--- src/rtl/alu16_bist.sv ---
// rtl/alu16_bist.sv - built-in self test sequencer for a 16-bit five-opcode ALU
//
// Drives LFSR-derived operand pairs through every opcode (add, sub, and, or,
// xor), compares the ALU's combinational result against a locally computed
// value, and reports a mismatch count plus details of the first mismatch.
//
// Ports:
//   clk             rising-edge clock
//   rst_n           asynchronous active-low reset
//   start           run request, honoured only when idle or done
//   alu_a, alu_b    registered operands to the ALU under test
//   alu_ctrl        registered opcode to the ALU under test (000..100)
//   alu_result      combinational result from the ALU under test
//   busy            run in progress (APPLY, WAIT, CHECK)
//   done            run complete, held until next start or reset
//   pass            done with zero mismatches
//   fail_count      mismatch count, saturating at 255
//   first_fail_op   opcode of the first mismatch
//   first_fail_vec  per-opcode vector index of the first mismatch
//   first_fail_got  alu_result observed at the first mismatch
module alu16_bist #(
    parameter logic [15:0] SEED          = 16'hACE1,
    parameter int          VEC_PER_OP    = 8,
    parameter int          SETTLE_CYCLES = 1
) (
    input  logic        clk,
    input  logic        rst_n,
    input  logic        start,
    output logic [15:0] alu_a,
    output logic [15:0] alu_b,
    output logic [2:0]  alu_ctrl,
    input  logic [15:0] alu_result,
    output logic        busy,
    output logic        done,
    output logic        pass,
    output logic [7:0]  fail_count,
    output logic [2:0]  first_fail_op,
    output logic [7:0]  first_fail_vec,
    output logic [15:0] first_fail_got
);

    typedef enum logic [2:0] {
        ST_IDLE,
        ST_APPLY,
        ST_WAIT,
        ST_CHECK,
        ST_DONE
    } state_t;

    localparam int          SW          = (SETTLE_CYCLES > 1) ? $clog2(SETTLE_CYCLES) : 1;
    localparam logic [SW-1:0] LAST_SETTLE = SW'(SETTLE_CYCLES - 1);
    localparam logic [7:0]  LAST_VEC    = 8'(VEC_PER_OP - 1);
    localparam logic [2:0]  LAST_OP     = 3'b100;

    state_t        state;
    logic [15:0]   lfsr;
    logic [7:0]    vec;
    logic [SW-1:0] settle_cnt;

    // Galois right-shift with taps 16'hB400.
    function automatic logic [15:0] lfsr_step(input logic [15:0] l);
        lfsr_step = {1'b0, l[15:1]} ^ (l[0] ? 16'hB400 : 16'h0000);
    endfunction

    // Operand b is the byte-swapped, inverted LFSR state so that a and b
    // are decorrelated enough to exercise carries and borrows.
    function automatic logic [15:0] make_b(input logic [15:0] l);
        make_b = ~{l[7:0], l[15:8]};
    endfunction

    logic [15:0] expected;
    logic        mismatch;
    logic [15:0] lfsr_nxt;
    logic        last_vec;

    always_comb begin
        expected = 16'h0000;
        case (alu_ctrl)
            3'b000:  expected = alu_a + alu_b;
            3'b001:  expected = alu_a - alu_b;
            3'b010:  expected = alu_a & alu_b;
            3'b011:  expected = alu_a | alu_b;
            3'b100:  expected = alu_a ^ alu_b;
            default: expected = 16'h0000;
        endcase
    end

    // Case inequality so an undriven or X result is never accepted as a match.
    assign mismatch = (alu_result !== expected);
    assign lfsr_nxt = lfsr_step(lfsr);
    assign last_vec = (vec == LAST_VEC);

    // alu_ctrl doubles as the opcode loop register: it is only ever loaded
    // with the current opcode during a run, and held as-is in DONE.
    always_ff @(posedge clk or negedge rst_n) begin
        if (!rst_n) begin
            state          <= ST_IDLE;
            lfsr           <= SEED;
            vec            <= 8'd0;
            settle_cnt     <= '0;
            alu_a          <= 16'h0000;
            alu_b          <= 16'h0000;
            alu_ctrl       <= 3'b000;
            busy           <= 1'b0;
            done           <= 1'b0;
            pass           <= 1'b0;
            fail_count     <= 8'd0;
            first_fail_op  <= 3'b000;
            first_fail_vec <= 8'd0;
            first_fail_got <= 16'h0000;
        end else begin
            case (state)
                ST_IDLE, ST_DONE: begin
                    if (start) begin
                        state          <= ST_APPLY;
                        lfsr           <= SEED;
                        vec            <= 8'd0;
                        alu_a          <= SEED;
                        alu_b          <= make_b(SEED);
                        alu_ctrl       <= 3'b000;
                        busy           <= 1'b1;
                        done           <= 1'b0;
                        pass           <= 1'b0;
                        fail_count     <= 8'd0;
                        first_fail_op  <= 3'b000;
                        first_fail_vec <= 8'd0;
                        first_fail_got <= 16'h0000;
                    end
                end

                ST_APPLY: begin
                    state      <= ST_WAIT;
                    settle_cnt <= '0;
                end

                ST_WAIT: begin
                    if (settle_cnt == LAST_SETTLE) begin
                        state <= ST_CHECK;
                    end else begin
                        settle_cnt <= settle_cnt + SW'(1);
                    end
                end

                ST_CHECK: begin
                    if (mismatch) begin
                        if (fail_count != 8'hFF) begin
                            fail_count <= fail_count + 8'd1;
                        end
                        // fail_count saturates and never returns to zero,
                        // so zero means no mismatch seen yet this run.
                        if (fail_count == 8'd0) begin
                            first_fail_op  <= alu_ctrl;
                            first_fail_vec <= vec;
                            first_fail_got <= alu_result;
                        end
                    end
                    lfsr <= lfsr_nxt;
                    if (last_vec && (alu_ctrl == LAST_OP)) begin
                        state <= ST_DONE;
                        busy  <= 1'b0;
                        done  <= 1'b1;
                        pass  <= (fail_count == 8'd0) && !mismatch;
                    end else begin
                        state <= ST_APPLY;
                        alu_a <= lfsr_nxt;
                        alu_b <= make_b(lfsr_nxt);
                        if (last_vec) begin
                            vec      <= 8'd0;
                            alu_ctrl <= alu_ctrl + 3'd1;
                        end else begin
                            vec <= vec + 8'd1;
                        end
                    end
                end

                default: begin
                    state <= ST_IDLE;
                end
            endcase
        end
    end

endmodule

--- config.mk ---
export PLATFORM = sky130hd
export DESIGN_NAME = alu16_bist
export DESIGN_NICKNAME = d
export VERILOG_FILES = /design/src/rtl/alu16_bist.sv
export SDC_FILE = /design/constraint.sdc
export NUM_CORES = 1
export LEC_CHECK = 0
export CAP_MARGIN = 25
export CORE_MARGIN = 2
export CORE_UTILIZATION = 55
export CTS_CLUSTER_DIAMETER = 120
export CTS_CLUSTER_SIZE = 25
export DETAILED_ROUTE_END_ITERATION = 7
export PLACE_DENSITY_LB_ADDON = 0.1
export SYNTH_ARGS = -nofsm -noshare
export SYNTH_HDL_FRONTEND = slang
export SYNTH_SLANG_ARGS = --single-unit
--- constraint.sdc ---
create_clock -name clk -period 9.9 [get_ports clk]
set_input_delay 1.98 -clock clk [delete_from_list [all_inputs] [get_ports clk]]
set_output_delay 1.98 -clock clk [all_outputs]
set_load 0.01 [all_outputs]
* Word-level counts from Yosys, hierarchy flattened *
Index checks and enable logic that the tools add are counted.

cells by class
  $add $sub $neg = 6
  multiply operators = 0
  div/mod/pow operators = 0
  order comparisons = 0
  equality and inequality tests = 19
  shift-type cells = 0
  muxes and demuxes = 44
  bitwise operators = 5
  reductions and logical operators = 16

operator list
  cell                   number
  $mux W16               8
  $pmux W16 S2           4
  $pmux W16 S5           1
  $mux W8                7
  $pmux W8 S2            3
  $mux W3                8
  $add A16 B16 Y16       1
  $add A8 B1 Y8 const B  2
  $and A16 B16 Y16       1
  $ne A2 B2 Y1 const B   8
  $nex A16 B16 Y1        1
  $not A16 Y16           1
  $or A16 B16 Y16        1
  $sub A16 B16 Y16       1
  $xor A15 B16 Y16       1
  $xor A16 B16 Y16       1
  $eq A3 B2 Y1 const B   4
  $pmux W3 S2            2
  $pmux W3 S4            1
  $reduce_and A4 Y1      3
  $eq A8 B3 Y1 const B   1
  $logic_not A8 Y1       1
  $ne A8 B8 Y1 const B   1
  $pmux W1 S2            4
  other kinds (12)       24

storage, ports and cells
  bits in registers = 101
  bits in latches = 0
  RAM bits = 0
  ROM bits = 0
  input bits = 19
  word-level logic and storage cells = 104
  memories = 0

* Depth between registers and ports, before layout *
Gate-level depths: netlist of run 1.

  word-level depth = 7
  gate-level depth with buffers = 20

* Worst setup path before layout of run 1 *
No wires, ideal clock.

  kind = reg2reg
  start point = register alu_ctrl[1]
  end point = register first_fail_got[0]
  setup time = 128 ps
  data arrival time = 4,752 ps
  slack = 5,021 ps
  cell stages (with the launch flop) = 19
  buffers on the path = 2
  period minus slack after synthesis = 4,879 ps
  cells stage by stage = dfrtp_1 inv_1 ha_1 nor2b_1 clkbuf_1 a21oi_1 xnor2_1 ha_1 a21o_1 a221oi_4 o21ai_2 xor2_1 nor3b_1 or4_1 or4_4 nor4_4 o21bai_1 buf_6 mux2_1

on the way
  word-level cells in the longest chain between the ends = 5
  elaborated cells on any way between the ends = 9
  classes of those cells = 6 x eq/ne; 1 x mux; 2 x reduce/logical

ends and longest elaborated chain
  what                                    line  text
  from (decl)                             31    output logic [2:0] alu_ctrl,
  from (signal assigned)                  169   alu_ctrl <= alu_ctrl + 3'd1;
  $eq A3 B3 Y1 (tied with other cells)    78    case (alu_ctrl)
  $pmux W16 S5 (*)                        78
  $nex A16 B16 Y1 (*)                     89    assign mismatch = (alu_result !== expected);
  $ne A2 B2 Y1 (no source line) (*)       --
  $reduce_and A4 Y1 (no source line) (*)  --
  to (signal assigned)                    154   first_fail_got <= alu_result;
  to (decl)                               39    output logic [15:0] first_fail_got

Mark *: on every way between the ends. The rest lies on a longest branch, timed or not.
A chain may end at the register's enable or synchronous reset.

* Final worst setup path of run 1 *
Ends and elaborated chain as after synthesis.

==> results of run 1 <==
-- registers in the layout (all words and copies together) (netlist names), 8 cells and up --
| signal | cells |
|---|---|
| lfsr | 16 |
| vec | 8 |
| fail_count | 8 |
| alu_b | 16 |
| first_fail_vec | 8 |
| first_fail_got | 16 |
| alu_a | 16 |
-- worst max-delay path, delay by kind of cell, from the launching register on --
family | cells | cell delay (ns)
flip-flops | 1 | 0.45
buffers and inverters | 1 | 0.10
AND/OR/NAND/NOR | 5 | 2.71
adder cells (fa/ha/maj) | 2 | 0.71
AO/OA/AOI/OAI | 4 | 1.32
multiplexers | 2 | 0.66
XOR/XNOR | 1 | 0.16
-- stage by stage --
stage,total power (uW),utilization,cell area (um2)
6_report,939,0.676,7720
5_1_grt,983,0.676,7720
4_1_cts,942,0.676,7720
3_5_place_dp,594,0.651,7430
3_3_place_gp,589,0.651,7430
2_1_floorplan,517,-,6440
-- logic make-up after synthesis --
| logic type | after synthesis | synth area share |
|---|---|---|
| flip-flops | 100 | 0.390 |
| AO/OA/AOI/OAI | 176 | 0.184 |
| AND/OR/NAND/NOR | 192 | 0.144 |
| multiplexers | 33 | 0.0517 |
| adder cells (fa/ha/maj) | 57 | 0.112 |
| buffers and inverters | 109 | 0.0684 |
| XOR/XNOR | 37 | 0.0503 |
-- cells in the final DEF, fill, tap and decap left out, types with 7 or more instances in the layout --
cell type | synthesis | routed
sky130_fd_sc_hd__dfrtp_1 | 92 | 92
sky130_fd_sc_hd__clkdlybuf4s50_1 | 0 | 90
sky130_fd_sc_hd__inv_1 | 79 | 79
sky130_fd_sc_hd__nand2_1 | 77 | 77
sky130_fd_sc_hd__ha_1 | 56 | 56
sky130_fd_sc_hd__nor2_1 | 41 | 41
sky130_fd_sc_hd__o21ai_0 | 38 | 38
sky130_fd_sc_hd__mux2i_1 | 31 | 31
sky130_fd_sc_hd__a21oi_1 | 29 | 29
sky130_fd_sc_hd__xnor2_1 | 27 | 27
sky130_fd_sc_hd__a22oi_1 | 14 | 14
sky130_fd_sc_hd__o21ai_1 | 13 | 13
sky130_fd_sc_hd__nand3_1 | 13 | 13
sky130_fd_sc_hd__and3_1 | 12 | 12
sky130_fd_sc_hd__xor2_1 | 10 | 10
sky130_fd_sc_hd__clkbuf_16 | 0 | 9
sky130_fd_sc_hd__nor3_1 | 8 | 8
sky130_fd_sc_hd__a22o_1 | 8 | 8
sky130_fd_sc_hd__a222oi_1 | 8 | 8
sky130_fd_sc_hd__o22ai_1 | 8 | 8
sky130_fd_sc_hd__dfstp_2 | 8 | 8
sky130_fd_sc_hd__a31oi_1 | 7 | 7
sky130_fd_sc_hd__o31ai_1 | 7 | 7
sky130_fd_sc_hd__nor2b_1 | 7 | 7
-- power groups by stage --
stage               Clock, uW  Sequential (uW)  Combinational (uW)
finish                    352              456                 131
global route              378              461                 145
CTS                       355              455                 132
detailed placement          0              462                 132
global placement            0              461                 128
floorplan                   0              467                49.9
-- final cells by class --
cell class	instances	area share
well taps	143	0.0232
repair buffers	96	0.122
clock buffers	11	0.0301
inverters	79	0.0384
clock inverters	5	0.00778
flip-flops and latches	100	0.325
multi-input cells	495	0.453
-- worst paths after layout --
path	from	to	cells past startpoint
worst min register to register	pass	pass	2
min in group asynchronous	rst_n	first_fail_got[13]	1
max in group asynchronous	rst_n	alu_b[0]	2
worst max register to register	alu_ctrl[1]	first_fail_got[0]	15
worst min-delay path	pass	pass	2
worst max-delay path	alu_ctrl[1]	first_fail_got[0]	15
-- layer usage --
layer	global-route usage	vias to the layer above	share of wire
met4	0.0854	0	0.015
met1	0.393	2697	0.46
met2	0.441	194	0.46
met5	0	-	0
met3	0.0594	21	0.068
li1	-	2617	-
==> impl_metrics.tcl, run 1 <==
set metrics [dict create \
    status "finished clean" \
    timing.critical_path.slowest_cell_delay_ns 0.85 \
    root_buffer "sky130_fd_sc_hd__clkbuf_16" \
    detailedRoute.firstIterationViolations 525 \
    drc 0 \
    vias_per_cell 5.95 \
    crit_required_ns 10.12 \
    max_slew_vio_count 0 \
    synth_top_area_share 0.358 \
    grt_remaining_overflow 0 \
    post-synth-top-count-cell "sky130_fd_sc_hd__dfrtp_1" \
    inserted_clock_buffers 9 \
    critPathMaxFanout 27 \
    share_of_synthesized_area_occupied_by_flip_flops_and_latches 0.390 \
    ff_to_ff_setup_slack_ns 3.64 \
    multiInputGateArea_um2 3500 \
    rows 39 \
    fin_hold_ws_ns 0.477 \
    synth.net_count 780 \
    fin_setup_tns_ns 0 \
    synthTopCellsByCount "sky130_fd_sc_hd__dfrtp_1, sky130_fd_sc_hd__inv_1, sky130_fd_sc_hd__nand2_1, sky130_fd_sc_hd__ha_1, sky130_fd_sc_hd__nor2_1" \
    power_switching_uw 241 \
    min-delay-path-class "flip-flop to flip-flop" \
    kind_of_critical_path "flip-flop to flip-flop" \
    slew_at_the_pin_closest_to_its_max_slew_limit_ns 0.995 \
    clockBufferDepth 2 \
    nNetsFinal 857 \
    final-hold-violation-count 0 \
    irDropWorstVdd_mv 0.102 \
    synth_top_cell_by_area "sky130_fd_sc_hd__dfrtp_1" \
    antenna_violations_before_repair 0 \
    crit_path_end_kind "flip-flop" \
    period_needed_ns 6.26 \
    cts.clk_slew.worst_paths_ns 0.07 \
    drv_cap 0 \
    global_route.usage.total 0.280 \
    n_fill_cell 932 \
    maximum_number_of_pins_on_one_net_before_global_route_repair 54 \
    stdcell_count 929 \
    core_area_um2 11400 \
    finalSetupViolations 0 \
    detailedPlace.worstSlack_ns 3.72 \
    fin_worst_skew_ns 0.0128 \
    seqCellArea_um2 2510 \
    slew_headroom 0.335 \
    buffer_ports.inserted 91 \
    drt-pass1-iter-count 6 \
    post_synth_main_area_contributors "sky130_fd_sc_hd__dfrtp_1, sky130_fd_sc_hd__ha_1, sky130_fd_sc_hd__mux2i_1, sky130_fd_sc_hd__inv_1, sky130_fd_sc_hd__nand2_1" \
    cts.repair.resized 0 \
    die_area_um2 12600 \
    maxClockFrequency_ghz 0.160 \
    cts_hold_buf 0 \
    post_synth_inst_count 704 \
    synth-warning-count 0 \
    post_route_cells_drive_above_1_share 0.0483 \
    power_density_nw_per_um2 122 \
    dpl.hpwl_um 13000 \
    finalCritPeriodShare 0.633 \
    areaGrowthSynthToFinish_pct 20.0 \
    worst_skew_pair.late_latency_ns 0.35 \
    timing.critical_path.slowest_stage_cell "sky130_fd_sc_hd__nor4_4" \
    place_inst 913 \
    diodes 0 \
    routed-via-count 5529 \
    postSynthRegisterBits 100 \
    chipHeight_um 112 \
    wl_um 17400 \
    p_int_uw 698 \
    yosys_most_used_dff "sky130_fd_sc_hd__dfrtp_1" \
    routed_wire_length_per_instance_um 18.8 \
    syn-cell-area_um2 6440 \
    start_util 0.564 \
    clock_power_share 0.375 \
    synth-async-reset-ratio 1.00 \
    synth_edf_count 0 \
    p_sw_frac 0.257 \
    setup_ws_ns 3.64 \
    grt_pass1_wl_um 28200 \
    place_congestion 0.949 \
    design.portCount 92 \
    cts_tree "yes" \
    power.share.sequential 0.485 \
    power_frac_comb 0.140 \
    postCtsSetupRepairBufs 0 \
    setup.worst_path.start_class "flip-flop" \
    rsz0062_at_grt "false" \
    crit_chain "inv_1 -> ha_1 -> nor2b_1 -> mux2i_1 -> fa_1 -> a21o_1 -> a221oi_4 -> o21ai_2 -> xor2_1 -> nor3b_1 -> or4_1 -> or4_4 -> nor4_4 -> o21bai_4 -> mux2_1" \
    cts_htree_levels 3 \
    synth.distinct_cells 64 \
    detail-route-antenna-nets 0 \
    die_x_um 112 \
    cp_data_arrival_time_ns 6.49 \
    power.leakage_uw 0.00360 \
    vias_in_the_first_global_route 5471 \
    tritoncts_num_sinks 100 \
    post_synth.cell_area_avg_um2 9.14 \
]
Power figures use the tool's default switching activity.
==> inputs of run 2 (changes only) <==
CORE_UTILIZATION = 50   (was 55)
clock period = 5.4 ns   (was 9.9 ns; I/O delays follow)
==> run 2 against run 1 <==
Cell count is 3.6% higher. Core utilization shrank 6.0 points. Clock power increased by 65%. Die area increased by 9.6%. Flip-flop and latch count unchanged. Register-to-register slack got worse by 3.2 ns. Via count is 0.83% higher. Wire length increased by 3.7%. Non-clock buffer count increased by 5. Cell area rose by 0.70%. Combinational power is 84% higher.
==> impl_metrics.tcl, run 2 (same netlist as run 1, synthesis figures left out) <==
set metrics [dict create \
    status "finished clean" \
    rsz0062_at_grt "false" \
    setup_ws_ns 0.386 \
    n_fill_cell 1137 \
    power.share.sequential 0.505 \
    total_power_uw 1660 \
    cts_htree_levels 3 \
    power_switching_uw 432 \
    fin_setup_tns_ns 0 \
    buffer_ports.inserted 91 \
    p_sw_frac 0.261 \
    min-delay-path-class "flip-flop to flip-flop" \
    design.portCount 92 \
    global_route.usage.total 0.266 \
    chipHeight_um 117 \
    max_slew_vio_count 0 \
    die_x_um 117 \
    timing.critical_path.slowest_stage_cell "sky130_fd_sc_hd__or4_1" \
    slew_at_the_pin_closest_to_its_max_slew_limit_ns 0.883 \
    dpl.hpwl_um 13700 \
    post_dp_cell_area_um2 7520 \
    tritoncts_num_sinks 100 \
    critical-path-top-cell-by-count "sky130_fd_sc_hd__ha_1" \
    grt_remaining_overflow 0 \
    irDropWorstVdd_mv 0.182 \
    clock_power_share 0.350 \
    cts_tree "yes" \
    kind_of_critical_path "flip-flop to flip-flop" \
    power_frac_comb 0.145 \
    place_congestion 0.913 \
    detailedPlace.worstSlack_ns 0.419 \
    finalSetupViolations 0 \
    worst_skew_pair.late_latency_ns 0.35 \
    rows 41 \
    inserted_clock_buffers 9 \
    p_int_uw 1230 \
    period_needed_ns 5.01 \
    core_area_um2 12600 \
    cts.clk_slew.worst_paths_ns 0.06 \
    slew_headroom 0.410 \
    areaGrowthSynthToFinish_pct 20.8 \
    mostFrequentLayoutCell "sky130_fd_sc_hd__dfrtp_1" \
    timing.critical_path.slowest_cell_delay_ns 0.52 \
    crit_path_end_kind "flip-flop" \
    postCtsSetupRepairBufs 0 \
    cts.repair.resized 0 \
    final-hold-violation-count 0 \
    setup.worst_path.start_class "flip-flop" \
    post_route_cells_drive_above_1_share 0.0544 \
    detail-route-antenna-nets 0 \
    mostFrequentLayoutCells "sky130_fd_sc_hd__dfrtp_1, sky130_fd_sc_hd__clkdlybuf4s50_1, sky130_fd_sc_hd__inv_1, sky130_fd_sc_hd__nand2_1, sky130_fd_sc_hd__ha_1" \
    fin_worst_skew_ns 0.0102 \
    routed_wire_length_per_instance_um 18.8 \
    finalCritPeriodShare 0.928 \
    vias_in_the_first_global_route 5294 \
    clockBufferDepth 2 \
    maxClockFrequency_ghz 0.199 \
    drt-pass1-iter-count 7 \
    power.leakage_uw 0.00362 \
    wl_um 18100 \
    drv_cap 0 \
    vias_per_cell 5.80 \
    root_buffer "sky130_fd_sc_hd__clkbuf_16" \
    critical_path.n_buffers_inverters 2 \
    power_density_nw_per_um2 213 \
    routed-via-count 5575 \
    grt_pass1_wl_um 29000 \
    drc 0 \
    critPathMaxFanout 15 \
    timing.critical_path.max_delay_family "simple AND/OR/NAND/NOR gates" \
    crit_required_ns 5.64 \
    final_area_um2 7780 \
    nNetsFinal 862 \
    antenna_violations_before_repair 1 \
    crit_chain "inv_1 -> ha_1 -> nor2b_1 -> a21oi_1 -> xnor2_1 -> ha_1 -> a21o_1 -> a221oi_4 -> o21ai_2 -> xor2_1 -> nor3b_1 -> or4_1 -> or4_4 -> nor4_4 -> buf_4 -> nor3_1 -> mux2_2" \
    detailedRoute.firstIterationViolations 562 \
    start_util 0.510 \
    maximum_number_of_pins_on_one_net_before_global_route_repair 54 \
    die_area_um2 13800 \
    cts_hold_buf 0 \
    cp_data_arrival_time_ns 5.25 \
    diodes 0 \
]
## run 2: power groups by stage
| stage | combinational, uW | sequential, uW | clock [uW] |
|---|---|---|---|
| 3_5_place_dp | 243 | 847 | 0 |
| 4_1_cts | 244 | 836 | 600 |
| 3_3_place_gp | 238 | 847 | 0 |
| 5_1_grt | 264 | 843 | 628 |
| 6_report | 241 | 838 | 580 |
| 2_1_floorplan | 91.4 | 857 | 0 |
## run 2: per-layer routing
metal / vias to the layer above / wire length (um) / GRT usage
met4: 2 / 331 / 0.0836
met3: 35 / 1350 / 0.0577
li1: 2623 / - / -
met2: 236 / 8180 / 0.406
met5: - / 10 / 0
met1: 2679 / 8190 / 0.381
## run 2: metrics by stage
step                      hold slack, ns  utilization  std cells
after floorplan                    0.440            -        704
after global placement             0.462        0.596        947
after detailed placement           0.470        0.596        947
after CTS                          0.482        0.616        962
after global routing               0.508        0.616        962
final                              0.478        0.616        962
## run 2: path summary, 6_finish.rpt
path / cells after the start / start / slack (ns) / endpoint
max: 17 / alu_ctrl[1] / 0.39 / fail_count[0]
min: 1 / done / 0.48 / done
max reg2reg: 17 / alu_ctrl[1] / 0.39 / fail_count[0]
min reg2reg: 1 / done / 0.48 / done
max in group asynchronous: 2 / rst_n / 3.56 / fail_count[4]
min in group asynchronous: 1 / rst_n / 0.73 / first_fail_got[11]
## run 2: cell type report
class	count	area [um2]	share of cell area
sequential	100	2510	0.323
multi-input combinational	495	3500	0.450
clock inverter	5	31.3	0.00402
timing repair buffer	101	996	0.128
tap	172	215	0.0277
clock buffer	10	229	0.0294
inverter	79	297	0.0381
==> inputs of run 3 (changes only) <==
CORE_ASPECT_RATIO = 0.6   (was unset)
==> run 3 against run 2 <==
First-iteration DRC count rose by 2.8%. Clock skew grew 0.0023 ns. Via count fell by 0.25%.
==> impl_metrics.tcl, run 3 (same netlist as run 1, synthesis figures left out) <==
set metrics [dict create \
    period_needed_ns 5.10 \
    worstRegToRegCells 18 \
    power_density_nw_per_um2 225 \
    grt_pass1_wl_um 29900 \
    final_area_um2 7850 \
    slew_headroom 0.426 \
    setup_ws_ns 0.305 \
    fin_setup_tns_ns 0 \
    post_dp_cell_area_um2 7530 \
    post_route_cells_drive_above_1_share 0.0593 \
    tritoncts_num_sinks 100 \
    slew_at_the_pin_closest_to_its_max_slew_limit_ns 0.851 \
    place_inst 947 \
    inserted_clock_buffers 9 \
    max_slew_vio_count 0 \
    place_congestion 0.906 \
    vias_per_cell 5.77 \
    cts.repair.resized 0 \
    maxClockFrequency_ghz 0.196 \
    detail-route-antenna-nets 0 \
    ff_to_ff_setup_slack_ns 0.30 \
    mostFrequentLayoutCell "sky130_fd_sc_hd__dfrtp_1" \
    detailedRoute.firstIterationViolations 578 \
    detailedPlace.worstSlack_ns 0.358 \
    crit_path_end_kind "flip-flop" \
    worst_skew_pair.late_latency_ns 0.36 \
    cts.clk_slew.worst_paths_ns 0.07 \
    grt_remaining_overflow 0 \
    crit_path_end "first_fail_got[5]" \
    rsz0062_at_grt "false" \
    total_power_uw 1770 \
    root_buffer "sky130_fd_sc_hd__clkbuf_16" \
    drt-pass1-iter-count 6 \
    power.leakage_uw 0.00366 \
    start_util 0.507 \
    fin_worst_skew_ns 0.0125 \
    stdcell_count 963 \
    diodes 0 \
    status "finished clean" \
    buffer_ports.inserted 91 \
    finalSetupViolations 0 \
    critPathMaxFanout 24 \
    chipHeight_um 91.9 \
    nNetsFinal 864 \
    die_x_um 150 \
    global_route.usage.total 0.284 \
    min-delay-path-class "flip-flop to flip-flop" \
    setup.worst_path.start_class "flip-flop" \
    cts_tree "yes" \
    reg2reg_to "first_fail_got[5]" \
    routed-via-count 5561 \
    clockBufferDepth 2 \
    areaGrowthSynthToFinish_pct 21.9 \
    routed_wire_length_per_instance_um 19.3 \
    dpl.hpwl_um 14200 \
    drc 0 \
    rows 32 \
    drv_cap 0 \
    wl_um 18600 \
    crit_required_ns 5.67 \
    antenna_violations_before_repair 0 \
    cts_hold_buf 0 \
    irDropWorstVdd_mv 0.224 \
    design.portCount 92 \
    startpoint "alu_ctrl[1]" \
    cp_data_arrival_time_ns 5.37 \
    die_area_um2 13800 \
    finalCritPeriodShare 0.944 \
    kind_of_critical_path "flip-flop to flip-flop" \
    mostFrequentLayoutCells "sky130_fd_sc_hd__dfrtp_1, sky130_fd_sc_hd__clkdlybuf4s50_1, sky130_fd_sc_hd__inv_1, sky130_fd_sc_hd__nand2_1, sky130_fd_sc_hd__ha_1" \
    maximum_number_of_pins_on_one_net_before_global_route_repair 63 \
    cts_htree_levels 3 \
    core_area_um2 12700 \
    critical_path.reg2reg.startpoint "alu_ctrl[1]" \
    vias_in_the_first_global_route 5363 \
    final-hold-violation-count 0 \
    postCtsSetupRepairBufs 0 \
]
==> run 3: worst min-delay path by stage <==
stage | endpoint | cells after the start | startpoint
2_1_floorplan | state[1] | 1 | state[2]
3_3_place_gp | pass | 2 | pass
3_5_place_dp | pass | 2 | pass
4_1_cts | pass | 2 | pass
5_1_grt | done | 1 | done
6_report | pass | 2 | pass
==> run 3: where the power goes <==
part           internal, uW  switching [uW]
Clock                   382             310
Combinational           130             113
Sequential              788            46.3
==> run 3: layer usage <==
metal | track usage | part of all wire
met3 | 0.0706 | 0.10
met1 | 0.459 | 0.49
met2 | 0.367 | 0.39
met4 | 0.0723 | 0.017
met5 | 0 | 0
==> run 3: layout make-up <==
class / count / area (um2)
clock buffers: 10 / 239
multi-input cells: 495 / 3500
flip-flops and latches: 100 / 2510
fillers: 1074 / 4840
well taps: 170 / 213
repair buffers: 103 / 1010
inverters: 79 / 297
clock inverters: 6 / 80.1
==> run 3: stage by stage <==
| stage | utilization | hold slack, ns |
|---|---|---|
| floorplan | - | 0.440 |
| global placement | 0.593 | 0.458 |
| detailed placement | 0.593 | 0.469 |
| CTS | 0.618 | 0.487 |
| global route | 0.618 | 0.505 |
| finish | 0.618 | 0.482 |
==> run 3: worst max-delay path, cell delays in order (launching register included) <==
cell and delay, ns:
sky130_fd_sc_hd__dfrtp_1 0.46, sky130_fd_sc_hd__inv_1 0.11, sky130_fd_sc_hd__ha_1 0.21, sky130_fd_sc_hd__nor2b_1 0.42
sky130_fd_sc_hd__buf_4 0.25, sky130_fd_sc_hd__a21oi_1 0.06, sky130_fd_sc_hd__xnor2_1 0.14, sky130_fd_sc_hd__ha_1 0.37
sky130_fd_sc_hd__a211o_1 0.28, sky130_fd_sc_hd__a21oi_1 0.26, sky130_fd_sc_hd__o21ai_2 0.12, sky130_fd_sc_hd__xor2_1 0.17
sky130_fd_sc_hd__nor3b_1 0.15, sky130_fd_sc_hd__or4_1 0.53, sky130_fd_sc_hd__or4_4 0.44, sky130_fd_sc_hd__nor4_4 0.34
sky130_fd_sc_hd__o21bai_4 0.23, sky130_fd_sc_hd__buf_12 0.24, sky130_fd_sc_hd__mux2i_1 0.21
